### src/rtl/axi_common_types_pkg.sv
// -----------------------------------------------------------------------------
// axi_common_types_pkg
// Shared AXI constants for the NoC initiator: field widths, response and burst
// encodings, the initiator FSM state type and the 4 KB boundary helper.
// No ports (package).
// -----------------------------------------------------------------------------
package axi_common_types_pkg;

   localparam int AXI_SID_WIDTH  = 4;
   localparam int AXI_ID_WIDTH   = AXI_SID_WIDTH;
   localparam int AXI_ADDR_WIDTH = 32;
   localparam int AXI_DATA_WIDTH = 32;

   localparam logic [1:0] RESP_OKAY   = 2'b00;
   localparam logic [1:0] RESP_EXOKAY = 2'b01;
   localparam logic [1:0] RESP_SLVERR = 2'b10;
   localparam logic [1:0] RESP_DECERR = 2'b11;

   localparam logic [1:0] BURST_FIXED = 2'b00;
   localparam logic [1:0] BURST_INCR  = 2'b01;
   localparam logic [1:0] BURST_WRAP  = 2'b10;

   typedef enum logic [2:0] {
      ST_IDLE = 3'd0,
      ST_AW   = 3'd1,
      ST_W    = 3'd2,
      ST_B    = 3'd3,
      ST_AR   = 3'd4,
      ST_R    = 3'd5,
      ST_ERR  = 3'd6
   } axi_init_state_e;

   // True when a burst starting at page offset offs with len+1 beats of
   // strb_w bytes would run past the end of its 4 KB page.
   function automatic logic crosses_4k(input logic [11:0] offs,
                                       input logic [3:0]  len,
                                       input int unsigned strb_w);
      logic [16:0] span;
      logic [16:0] end_offs;
      span     = (17'(len) + 17'd1) * 17'(strb_w);
      end_offs = 17'(offs) + span;
      return (end_offs > 17'd4096);
   endfunction

endpackage

### src/rtl/axi_beat_ctr.sv
// -----------------------------------------------------------------------------
// axi_beat_ctr
// 4-bit burst beat counter: cleared while clr_i is high, increments on each
// data handshake, flags the final beat of a burst.
// Ports:
//   clk_i   in  clock (posedge)
//   rst_i   in  synchronous active-high reset
//   clr_i   in  clear counter to 0
//   inc_i   in  advance by one (data handshake)
//   len_i   in  burst length minus one
//   last_o  out current beat is the last one (count == len)
// -----------------------------------------------------------------------------
module axi_beat_ctr (
   input  logic       clk_i,
   input  logic       rst_i,
   input  logic       clr_i,
   input  logic       inc_i,
   input  logic [3:0] len_i,
   output logic       last_o
);

   logic [3:0] count_q;
   logic [3:0] count_d;

   // Next count: clear has priority over increment.
   always_comb begin
      count_d = count_q;
      if (clr_i) begin
         count_d = 4'd0;
      end else if (inc_i) begin
         count_d = count_q + 4'd1;
      end else begin
         count_d = count_q;
      end
   end

   // Count register.
   always_ff @(posedge clk_i) begin
      if (rst_i) begin
         count_q <= 4'd0;
      end else begin
         count_q <= count_d;
      end
   end

   assign last_o = (count_q == len_i);

endmodule

### src/rtl/axi_burst_initiator.sv
// -----------------------------------------------------------------------------
// axi_burst_initiator
// Single-outstanding AXI initiator: turns one command into an AW/W/B or AR/R
// burst on the master port, streams write data in and read data out, and
// reports a one-cycle completion (ID + response) per command.
// Ports:
//   ACLK, ARESET               clock, synchronous active-high reset
//   cmd_*                      command handshake (write/read, id, addr, len)
//   wr_*                       write-data stream into the burst
//   rd_*                       read-data stream out of the burst
//   done_*                     registered completion pulse
//   proto_err                  registered pulse on slave protocol violation
//   M_AW*/M_W*/M_B*            AXI write channels
//   M_AR*/M_R*                 AXI read channels
//   M_Ax{SIZE..USER}           constant burst attributes
// -----------------------------------------------------------------------------
module axi_burst_initiator
   import axi_common_types_pkg::*;
#(
   parameter  int ID_W   = AXI_ID_WIDTH,
   parameter  int ADDR_W = AXI_ADDR_WIDTH,
   parameter  int DATA_W = AXI_DATA_WIDTH,
   localparam int STRB_W = DATA_W / 8
) (
   input  logic              ACLK,
   input  logic              ARESET,
   input  logic              cmd_valid,
   input  logic              cmd_write,
   input  logic [ID_W-1:0]   cmd_id,
   input  logic [ADDR_W-1:0] cmd_addr,
   input  logic [3:0]        cmd_len,
   output logic              cmd_ready,
   input  logic [DATA_W-1:0] wr_data,
   input  logic [STRB_W-1:0] wr_strb,
   input  logic              wr_valid,
   output logic              wr_ready,
   output logic [DATA_W-1:0] rd_data,
   output logic              rd_last,
   output logic              rd_valid,
   input  logic              rd_ready,
   output logic              done_valid,
   output logic [ID_W-1:0]   done_id,
   output logic [1:0]        done_resp,
   output logic              proto_err,
   output logic [ID_W-1:0]   M_AWID,
   output logic [ADDR_W-1:0] M_AWADDR,
   output logic [3:0]        M_AWLEN,
   output logic              M_AWVALID,
   input  logic              M_AWREADY,
   output logic [2:0]        M_AWSIZE,
   output logic [1:0]        M_AWBURST,
   output logic [3:0]        M_AWCACHE,
   output logic [2:0]        M_AWPROT,
   output logic              M_AWLOCK,
   output logic [3:0]        M_AWQOS,
   output logic [3:0]        M_AWREGION,
   output logic              M_AWUSER,
   output logic [DATA_W-1:0] M_WDATA,
   output logic [STRB_W-1:0] M_WSTRB,
   output logic              M_WLAST,
   output logic              M_WVALID,
   input  logic              M_WREADY,
   input  logic [ID_W-1:0]   M_BID,
   input  logic [1:0]        M_BRESP,
   input  logic              M_BVALID,
   output logic              M_BREADY,
   output logic [ID_W-1:0]   M_ARID,
   output logic [ADDR_W-1:0] M_ARADDR,
   output logic [3:0]        M_ARLEN,
   output logic              M_ARVALID,
   input  logic              M_ARREADY,
   output logic [2:0]        M_ARSIZE,
   output logic [1:0]        M_ARBURST,
   output logic [3:0]        M_ARCACHE,
   output logic [2:0]        M_ARPROT,
   output logic              M_ARLOCK,
   output logic [3:0]        M_ARQOS,
   output logic [3:0]        M_ARREGION,
   output logic              M_ARUSER,
   input  logic [ID_W-1:0]   M_RID,
   input  logic [DATA_W-1:0] M_RDATA,
   input  logic [1:0]        M_RRESP,
   input  logic              M_RLAST,
   input  logic              M_RVALID,
   output logic              M_RREADY
);

   localparam int                SIZE_LOG2 = $clog2(STRB_W);
   localparam logic [ADDR_W-1:0] LSB_MASK  = ADDR_W'(STRB_W - 1);

   axi_init_state_e   state_q, state_d;
   logic [ID_W-1:0]   id_q, id_d;
   logic [ADDR_W-1:0] addr_q, addr_d;
   logic [3:0]        len_q, len_d;
   logic [1:0]        resp_q, resp_d;
   logic              id_err_q, id_err_d;
   logic              done_valid_q, done_valid_d;
   logic [ID_W-1:0]   done_id_q, done_id_d;
   logic [1:0]        done_resp_q, done_resp_d;
   logic              proto_err_q, proto_err_d;

   logic [ADDR_W-1:0] cmd_addr_aligned_s;
   logic              in_w_s, in_r_s;
   logic              w_hs_s, r_hs_s;
   logic              beat_last_s;

   assign cmd_addr_aligned_s = cmd_addr & ~LSB_MASK;
   assign in_w_s             = (state_q == ST_W);
   assign in_r_s             = (state_q == ST_R);
   assign w_hs_s             = in_w_s && wr_valid && M_WREADY;
   assign r_hs_s             = in_r_s && M_RVALID && rd_ready;

   axi_beat_ctr u_beat_ctr (
      .clk_i  (ACLK),
      .rst_i  (ARESET),
      .clr_i  (state_q == ST_IDLE),
      .inc_i  (w_hs_s || r_hs_s),
      .len_i  (len_q),
      .last_o (beat_last_s)
   );

   // Next-state and completion/status logic.
   always_comb begin
      state_d      = state_q;
      id_d         = id_q;
      addr_d       = addr_q;
      len_d        = len_q;
      resp_d       = resp_q;
      id_err_d     = id_err_q;
      done_valid_d = 1'b0;
      done_id_d    = done_id_q;
      done_resp_d  = done_resp_q;
      proto_err_d  = 1'b0;
      case (state_q)
         ST_IDLE: begin
            if (cmd_valid) begin
               id_d     = cmd_id;
               addr_d   = cmd_addr_aligned_s;
               len_d    = cmd_len;
               resp_d   = RESP_OKAY;
               id_err_d = 1'b0;
               if (crosses_4k(cmd_addr_aligned_s[11:0], cmd_len, STRB_W)) begin
                  state_d = ST_ERR;
               end else if (cmd_write) begin
                  state_d = ST_AW;
               end else begin
                  state_d = ST_AR;
               end
            end else begin
               state_d = ST_IDLE;
            end
         end
         ST_AW: begin
            if (M_AWREADY) begin
               state_d = ST_W;
            end else begin
               state_d = ST_AW;
            end
         end
         ST_W: begin
            if (w_hs_s && beat_last_s) begin
               state_d = ST_B;
            end else begin
               state_d = ST_W;
            end
         end
         ST_B: begin
            if (M_BVALID) begin
               state_d      = ST_IDLE;
               done_valid_d = 1'b1;
               done_id_d    = id_q;
               if (M_BID != id_q) begin
                  done_resp_d = RESP_SLVERR;
                  proto_err_d = 1'b1;
               end else begin
                  done_resp_d = M_BRESP;
               end
            end else begin
               state_d = ST_B;
            end
         end
         ST_AR: begin
            if (M_ARREADY) begin
               state_d = ST_R;
            end else begin
               state_d = ST_AR;
            end
         end
         ST_R: begin
            if (r_hs_s) begin
               // Only the first non-OKAY response is kept.
               if ((resp_q == RESP_OKAY) && (M_RRESP != RESP_OKAY)) begin
                  resp_d = M_RRESP;
               end else begin
                  resp_d = resp_q;
               end
               if (M_RID != id_q) begin
                  id_err_d = 1'b1;
               end else begin
                  id_err_d = id_err_q;
               end
               proto_err_d = (M_RID != id_q) || (M_RLAST != beat_last_s);
               // The slave's RLAST ends the burst even if it disagrees with len.
               if (M_RLAST) begin
                  state_d      = ST_IDLE;
                  done_valid_d = 1'b1;
                  done_id_d    = id_q;
                  if (id_err_d) begin
                     done_resp_d = RESP_SLVERR;
                  end else begin
                     done_resp_d = resp_d;
                  end
               end else begin
                  state_d = ST_R;
               end
            end else begin
               state_d = ST_R;
            end
         end
         ST_ERR: begin
            state_d      = ST_IDLE;
            done_valid_d = 1'b1;
            done_id_d    = id_q;
            done_resp_d  = RESP_SLVERR;
         end
         default: begin
            state_d = ST_IDLE;
         end
      endcase
   end

   // State and status registers; reset abandons any burst without a done pulse.
   always_ff @(posedge ACLK) begin
      if (ARESET) begin
         state_q      <= ST_IDLE;
         id_q         <= {ID_W{1'b0}};
         addr_q       <= {ADDR_W{1'b0}};
         len_q        <= 4'd0;
         resp_q       <= RESP_OKAY;
         id_err_q     <= 1'b0;
         done_valid_q <= 1'b0;
         done_id_q    <= {ID_W{1'b0}};
         done_resp_q  <= RESP_OKAY;
         proto_err_q  <= 1'b0;
      end else begin
         state_q      <= state_d;
         id_q         <= id_d;
         addr_q       <= addr_d;
         len_q        <= len_d;
         resp_q       <= resp_d;
         id_err_q     <= id_err_d;
         done_valid_q <= done_valid_d;
         done_id_q    <= done_id_d;
         done_resp_q  <= done_resp_d;
         proto_err_q  <= proto_err_d;
      end
   end

   assign cmd_ready  = (state_q == ST_IDLE) && !ARESET;
   assign done_valid = done_valid_q;
   assign done_id    = done_id_q;
   assign done_resp  = done_resp_q;
   assign proto_err  = proto_err_q;

   // Address channels: payload comes from latched registers, so it is stable
   // for the whole time VALID is held.
   assign M_AWVALID = (state_q == ST_AW);
   assign M_AWID    = id_q;
   assign M_AWADDR  = addr_q;
   assign M_AWLEN   = len_q;
   assign M_ARVALID = (state_q == ST_AR);
   assign M_ARID    = id_q;
   assign M_ARADDR  = addr_q;
   assign M_ARLEN   = len_q;

   // Data channels are zero-latency pass-throughs, gated by state.
   assign M_WVALID = in_w_s && wr_valid;
   assign wr_ready = in_w_s && M_WREADY;
   assign M_WDATA  = in_w_s ? wr_data : {DATA_W{1'b0}};
   assign M_WSTRB  = in_w_s ? wr_strb : {STRB_W{1'b0}};
   assign M_WLAST  = in_w_s && beat_last_s;
   assign M_BREADY = (state_q == ST_B);
   assign M_RREADY = in_r_s && rd_ready;
   assign rd_valid = in_r_s && M_RVALID;
   assign rd_data  = in_r_s ? M_RDATA : {DATA_W{1'b0}};
   assign rd_last  = in_r_s && beat_last_s;

   assign M_AWSIZE   = 3'(SIZE_LOG2);
   assign M_AWBURST  = BURST_INCR;
   assign M_AWCACHE  = 4'd0;
   assign M_AWPROT   = 3'd0;
   assign M_AWLOCK   = 1'b0;
   assign M_AWQOS    = 4'd0;
   assign M_AWREGION = 4'd0;
   assign M_AWUSER   = 1'b0;
   assign M_ARSIZE   = 3'(SIZE_LOG2);
   assign M_ARBURST  = BURST_INCR;
   assign M_ARCACHE  = 4'd0;
   assign M_ARPROT   = 3'd0;
   assign M_ARLOCK   = 1'b0;
   assign M_ARQOS    = 4'd0;
   assign M_ARREGION = 4'd0;
   assign M_ARUSER   = 1'b0;

endmodule

### config.mk
export PLATFORM = sky130hd
export DESIGN_NAME = axi_burst_initiator
export DESIGN_NICKNAME = d
export VERILOG_FILES = /design/src/rtl/axi_common_types_pkg.sv /design/src/rtl/axi_beat_ctr.sv /design/src/rtl/axi_burst_initiator.sv
export SDC_FILE = /design/constraint.sdc
export NUM_CORES = 1
export LEC_CHECK = 0
export BUFFER_PORTS_ARGS = -buffer_cell sky130_fd_sc_hd__buf_2
export CAP_MARGIN = 10
export CORE_AREA = 4 4 131 133
export CTS_CLUSTER_SIZE = 8
export DETAILED_ROUTE_END_ITERATION = 8
export DIE_AREA = 0 0 135 137
export HOLD_SLACK_MARGIN = 0.05
export PLACE_DENSITY_LB_ADDON = 0.08
export SYNTH_ARGS = -nofsm -noshare
export SYNTH_HDL_FRONTEND = slang
export SYNTH_SLANG_ARGS = --single-unit
### constraint.sdc
create_clock -name ACLK -period 2.13 [get_ports ACLK]
set_input_delay 0.3195 -clock ACLK [delete_from_list [all_inputs] [get_ports ACLK]]
set_output_delay 0.3195 -clock ACLK [all_outputs]
set_load 0.03 [all_outputs]
==> results of run 1 <==
[layout make-up]
class	instances	area, µm²	share of cell area
Multi-Input combinational cell	381	2140	0.403
Timing Repair Buffer	311	1610	0.303
Sequential cell	56	1120	0.212
Tap cell	216	270	0.0509
Clock buffer	5	125	0.0236
Clock inverter	3	22.5	0.00425
Inverter	4	15.0	0.00283
Antenna cell	1	2.50	0.000472
[per-stage QoR]
step | hold slack, ns | power, W | instance area [µm²] | worst slack, ns
finish | 0.250 | 0.00366 | 5310 | 0.0903
global route | 0.249 | 0.00389 | 5300 | 0.00838
CTS | 0.239 | 0.00372 | 5290 | 0.00527
detailed placement | 0.454 | 0.00284 | 5140 | -0.206
global placement | 0.446 | 0.00283 | 5140 | -0.177
floorplan | 0.456 | 0.00248 | 4050 | 0.0253
[where the power goes]
| group | leakage [nW] | total [W] | internal [W] | switching (W) |
|---|---|---|---|---|
| logic | 2.53 | 0.00156 | 0.000484 | 0.00108 |
| clock network | 0.0742 | 0.000856 | 0.000442 | 0.000414 |
| registers | 0.458 | 0.00124 | 0.00114 | 0.0000967 |
[what timing repair did]
action                                  CTS  global route
gates resized for setup                   1             4
endpoints found under the setup margin   12            65
gates cloned                              0             0
pin swaps                                 0             1
[cells in the final DEF, fill, tap and decap left out, drive strengths merged, types with 4 or more instances in the layout]
cell    count
clkbuf      5
nor3        5
nand4       5
and2       41
ha          8
inv         5
nor2b       8
a21oi      52
xnor2      15
o21ai      10
dfxtp      56
xor2        5
a22oi       4
and3       38
buf       311
nand2      91
nand3       5
mux2i       7
nor2       15
conb       48
[kinds of logic after synthesis]
family | Yosys count | share of synthesized area
xor+xnor | 20 | 0.0452
flops | 56 | 0.289
simple gates | 215 | 0.281
compound gates | 82 | 0.128
buf+inv | 119 | 0.206
fa+ha+maj | 9 | 0.0310
other cells | 2 | 0.00194
mux | 7 | 0.0181
[metal layers]
| layer | part of all wire | wire length [µm] |
|---|---|---|
| met3 | 0.082 | 1220 |
| met1 | 0.39 | 5880 |
| met4 | 0.010 | 155 |
| met2 | 0.51 | 7660 |
| met5 | 0.00087 | 13 |
[final timing paths]
path | cells after the start | end
max | 4 | rd_data[9]
min | 3 | M_ARADDR[25]
max reg2reg | 5 | done_resp[0]
min reg2reg | 2 | done_resp[1]
[worst register-to-register path, delay by kind of cell, from the launching register on]
kind	cells	cell delay, ns
AO/OA/AOI/OAI	2	0.59
multiplexers	1	0.23
flip-flops	1	0.43
AND/OR/NAND/NOR	2	0.36
[state kept, by name, indices dropped and copies added (netlist names)]
name	flops
u_beat_ctr.count_q	4
M_ARLEN	4
M_ARID	4
done_valid	1
M_ARADDR	30
proto_err	1
done_id	4
state_q	3
resp_q	2
done_resp	2
id_err_q	1
==> impl_metrics.py, run 1 <==
metrics = {
    "setup_path": {
        "path_buf_inv": 2,
        "crit_start": "state_q[0]",
        "max_stage_delay_ns": 0.45,
        "r2r_slack_ns": 0.43,
        "required_ns": 1.81,
        "cp-start-kind": "flip-flop",
        "r2r_start": "state_q[1]",
        "path_max_fanout": 29,
        "crit_path_end_kind": "output port",
        "worstPathCellList": "and2b_4 > buf_4 > and3_1 > buf_2",
        "crit_family": "simple AND/OR/NAND/NOR gates",
        "crit_type": "flip-flop to output port",
        "crit_arrival_ns": 1.72,
        "cp_slowest_cell": "dfxtp_2",
    },
    "place": {
        "placedCellCount": 968,
        "dpl.hpwl_mm": 12.3,
        "place.gp.congestion": 0.840,
        "io_buffer_count": 291,
    },
    "worst_hold_path": {
        "hold_start": "cmd_addr[25]",
        "hold_path.class": "input pin to flip-flop",
    },
    "clocking": {
        "root_buffer": "clkbuf_16",
        "cts_buffers": 5,
        "hold_buffers": 0,
        "clockBufferDepth": 2,
        "cts_tree": "built",
        "path_clk_slew_ns": 0.08,
        "clkLatencyLatePin_ns": 0.30,
        "cts.htree.levels": 2,
        "cts_setup_buffers": 0,
        "clock-sinks": 56,
    },
    "layout": {
        "postLayoutCoreUtil": 0.335,
        "syn_to_final_growth_pct": 36.9,
        "stdcell_count": 977,
        "drive_above_1_share": 0.436,
        "nFillCells": 1798,
        "nets": 900,
    },
    "global_route": {
        "grt_max_degree": 41,
        "grt_overflow_total": 0,
        "grt_pass1_vias": 3872,
        "grtUsageMet1": 0.165,
        "use_met2": 0.272,
        "grt_pass1_wl_mm": 21.2,
        "grt_usage": 0.145,
        "use_met3": 0.0371,
        "antenna_found_initial": 1,
        "gr-max-usage-layer": "met2",
    },
    "die": {
        "dieArea_um2": 18500,
        "initial_utilization": 0.245,
        "die_w_um": 135,
        "core-area_um2": 15800,
        "die_h_um": 137,
        "core.rowCount": 46,
        "io-pin-count": 342,
    },
    "timing": {
        "setup_viol": 0,
        "hold_viol": 0,
        "final.min_clock_period_ns": 2.04,
        "final.setup.tns_ns": 0,
        "fin_skew_ns": 0.00702,
        "fmax_mhz": 490,
        "timing_max_transition_violations_final": 0,
        "rsz0062_at_grt": "false",
        "period_share": 0.958,
    },
    "flow_run": {
        "cap_violations": 0,
    },
    "logic_synthesis": {
        "synth_top_area_share": 0.289,
        "synth_ff_type": "dfxtp_1",
        "ys_async_sr_fraction": 0,
        "synth_cell_type_count": 47,
        "synth-edff-count": 0,
        "avgSynthCellArea_um2": 7.60,
        "synthTopCellsByArea": "dfxtp_1 29%, buf_4 18%, nand2_1 8.8%",
        "yosys_warnings": 0,
        "ys_seq_area_frac": 0.289,
        "yosys_register_bits": 56,
        "synth_top_cell_by_area": "dfxtp_1",
        "syn-cell-area_um2": 3880,
        "synth_common_cells": "91 x buf_4, 91 x nand2_1, 56 x dfxtp_1",
        "syn_inst": 510,
    },
    "power": {
        "ir_drop_uv": 295,
        "power_leakage_nw": 3.07,
        "powerDensity_nw_per_um2": 689,
    },
    "detailed_routing": {
        "vias_per_cell": 4.19,
        "routed_wl_mm": 14.9,
        "first_iter_violations": 135,
        "drc": 0,
        "ant_nets": 0,
        "firstDrtPassIters": 4,
        "wire_per_inst_um": 15.3,
        "dr_total_vias": 4093,
    },
    "run_status": {
        "status": "completed",
    },
}
Power figures use the tool's default switching activity.
==> inputs of run 2 (changes only) <==
Settings changed: ABC_CLOCK_PERIOD_IN_PS set to 2130, RECOVER_POWER set to 50.
==> impl_metrics.py, run 2 (synthesized netlist as in run 1, its figures left out) <==
metrics = {
    "timing": {
        "worst-slew-pin-transition_ns": 0.527,
        "timing_max_transition_violations_final": 0,
        "fmax_mhz": 494,
        "hold_viol": 0,
        "period_share": 0.951,
        "hold_ws_ns": 0.247,
        "setup_ws_ns": 0.104,
        "fin_skew_ns": 0.00545,
        "rsz0062_at_grt": "false",
        "final.min_clock_period_ns": 2.03,
        "relSlewSlack": 0.649,
        "setup_viol": 0,
    },
    "worst_hold_path": {
        "hold_path.class": "input pin to flip-flop",
    },
    "setup_path": {
        "path_buf_inv": 2,
        "path_max_fanout": 29,
        "required_ns": 1.81,
        "cp_slowest_cell": "dfxtp_2",
        "crit_start": "state_q[0]",
        "setup.worst_path.end": "rd_data[9]",
        "r2r_cells": 6,
        "crit_path_end_kind": "output port",
        "worstPathCellList": "and2b_4 > buf_4 > and3_1 > buf_2",
        "r2r_slack_ns": 0.24,
        "crit_arrival_ns": 1.71,
        "crit_family": "simple AND/OR/NAND/NOR gates",
        "crit_type": "flip-flop to output port",
        "path_depth": 4,
        "r2r_start": "state_q[2]",
        "cp-start-kind": "flip-flop",
        "max_stage_delay_ns": 0.44,
        "r2r_end": "state_q[0]",
    },
    "place": {
        "io_buffer_count": 291,
        "place_area_um2": 5140,
        "placedCellCount": 968,
        "post-place-ws_ns": -0.206,
        "place.gp.congestion": 0.840,
        "dpl.hpwl_mm": 12.3,
    },
    "global_route": {
        "grt_max_degree": 41,
        "grt_usage": 0.145,
        "antenna_found_initial": 1,
        "grt_pass1_wl_mm": 21.2,
        "grt_pass1_vias": 3872,
        "grt_overflow_total": 0,
    },
    "power": {
        "ir_drop_uv": 294,
        "power_leakage_nw": 2.69,
        "powerDensity_nw_per_um2": 696,
    },
    "layout": {
        "syn_to_final_growth_pct": 33.6,
        "nFillCells": 1833,
        "nets": 900,
        "mostFrequentLayoutCells": "207 x buf_2, 91 x nand2_1, 85 x clkbuf_1",
        "drive_above_1_share": 0.322,
        "final_common_cell": "buf_2",
        "largest_reg_flops": 30,
        "stdcell_count": 977,
        "regArea_um2": 1120,
        "design_area_um2": 5180,
        "multi_input_area_um2": 2130,
    },
    "die": {
        "core-area_um2": 15800,
        "dieArea_um2": 18500,
        "die_w_um": 135,
        "initial_utilization": 0.245,
        "io-pin-count": 342,
        "die_h_um": 137,
        "core.rowCount": 46,
    },
    "run_status": {
        "status": "completed",
    },
    "detailed_routing": {
        "routed_wl_mm": 15.0,
        "firstDrtPassIters": 4,
        "ant_nets": 0,
        "first_iter_violations": 129,
        "wire_per_inst_um": 15.3,
        "vias_per_cell": 4.19,
        "drc": 0,
        "dr_total_vias": 4094,
    },
    "clocking": {
        "cts.htree.levels": 2,
        "clock-sinks": 56,
        "root_buffer": "clkbuf_16",
        "cts_tree": "built",
        "cts_setup_buffers": 0,
        "cts_buffers": 5,
        "clkLatencyLatePin_ns": 0.30,
        "clockBufferDepth": 2,
        "path_clk_slew_ns": 0.08,
    },
    "flow_run": {
        "cap_violations": 0,
    },
}
==> run 2: cell types whose count changed in the layout (fill, tap and decap cells not counted), sizes merged <==
cell	before	now
buf	311	224
clkbuf	5	92
==> run 2: routing by layer <==
metal  vias up  GRT usage  routed length (µm)
met5         -          0                  13
met4         2     0.0302                 151
met3        10     0.0371                1170
met2       179      0.272                7670
met1      1845      0.165                5950
li1       2058          -                   -
==> run 2: layout make-up <==
cell class,instances,share of cell area
Inverter,4,0.00290
Clock inverter,3,0.00435
Antenna cell,1,0.000483
Sequential cell,56,0.217
Clock buffer,5,0.0242
Timing Repair Buffer,311,0.288
Tap cell,216,0.0522
Multi-Input combinational cell,381,0.411
==> run 2: worst min-delay path by stage <==
stage	to	slack [ns]	start	cells past startpoint
global route	M_ARADDR[21]	0.25	cmd_addr[21]	3
finish	M_ARADDR[25]	0.25	cmd_addr[25]	3
global placement	done_resp[1]	0.45	done_resp[1]	2
floorplan	M_ARADDR[10]	0.46	cmd_addr[10]	2
detailed placement	done_resp[1]	0.45	done_resp[1]	2
CTS	M_ARADDR[25]	0.24	cmd_addr[25]	3
==> run 2: worst reg2reg max path, cell delays in order, from the launching register on <==
cell	delay [ns]
dfxtp_2	0.43
nor3_1	0.31
and2_0	0.28
clkbuf_1	0.38
and3_1	0.25
nand4_1	0.11
nand2_1	0.08
==> run 2: timing repair <==
item / CTS / global route
hold buffers: 0 / 0
gates resized for setup: 1 / 4
pin swaps: 0 / 1
endpoints found under the setup margin: 12 / 65
==> run 2: metrics by stage <==
step	power, W	TNS, ns	util
6_report	0.00360	0	0.327
5_1_grt	0.00384	0	0.327
4_1_cts	0.00372	0	0.334
3_5_place_dp	0.00284	-0.442	0.325
3_3_place_gp	0.00283	-0.349	0.325
2_1_floorplan	0.00248	0	-
==> run 2: report_power, final <==
group	total, W	internal (W)	switching [W]	leakage, nW
logic	0.00151	0.000428	0.00108	2.15
clock network	0.000858	0.000442	0.000416	0.0742
registers	0.00124	0.00114	0.0000994	0.458
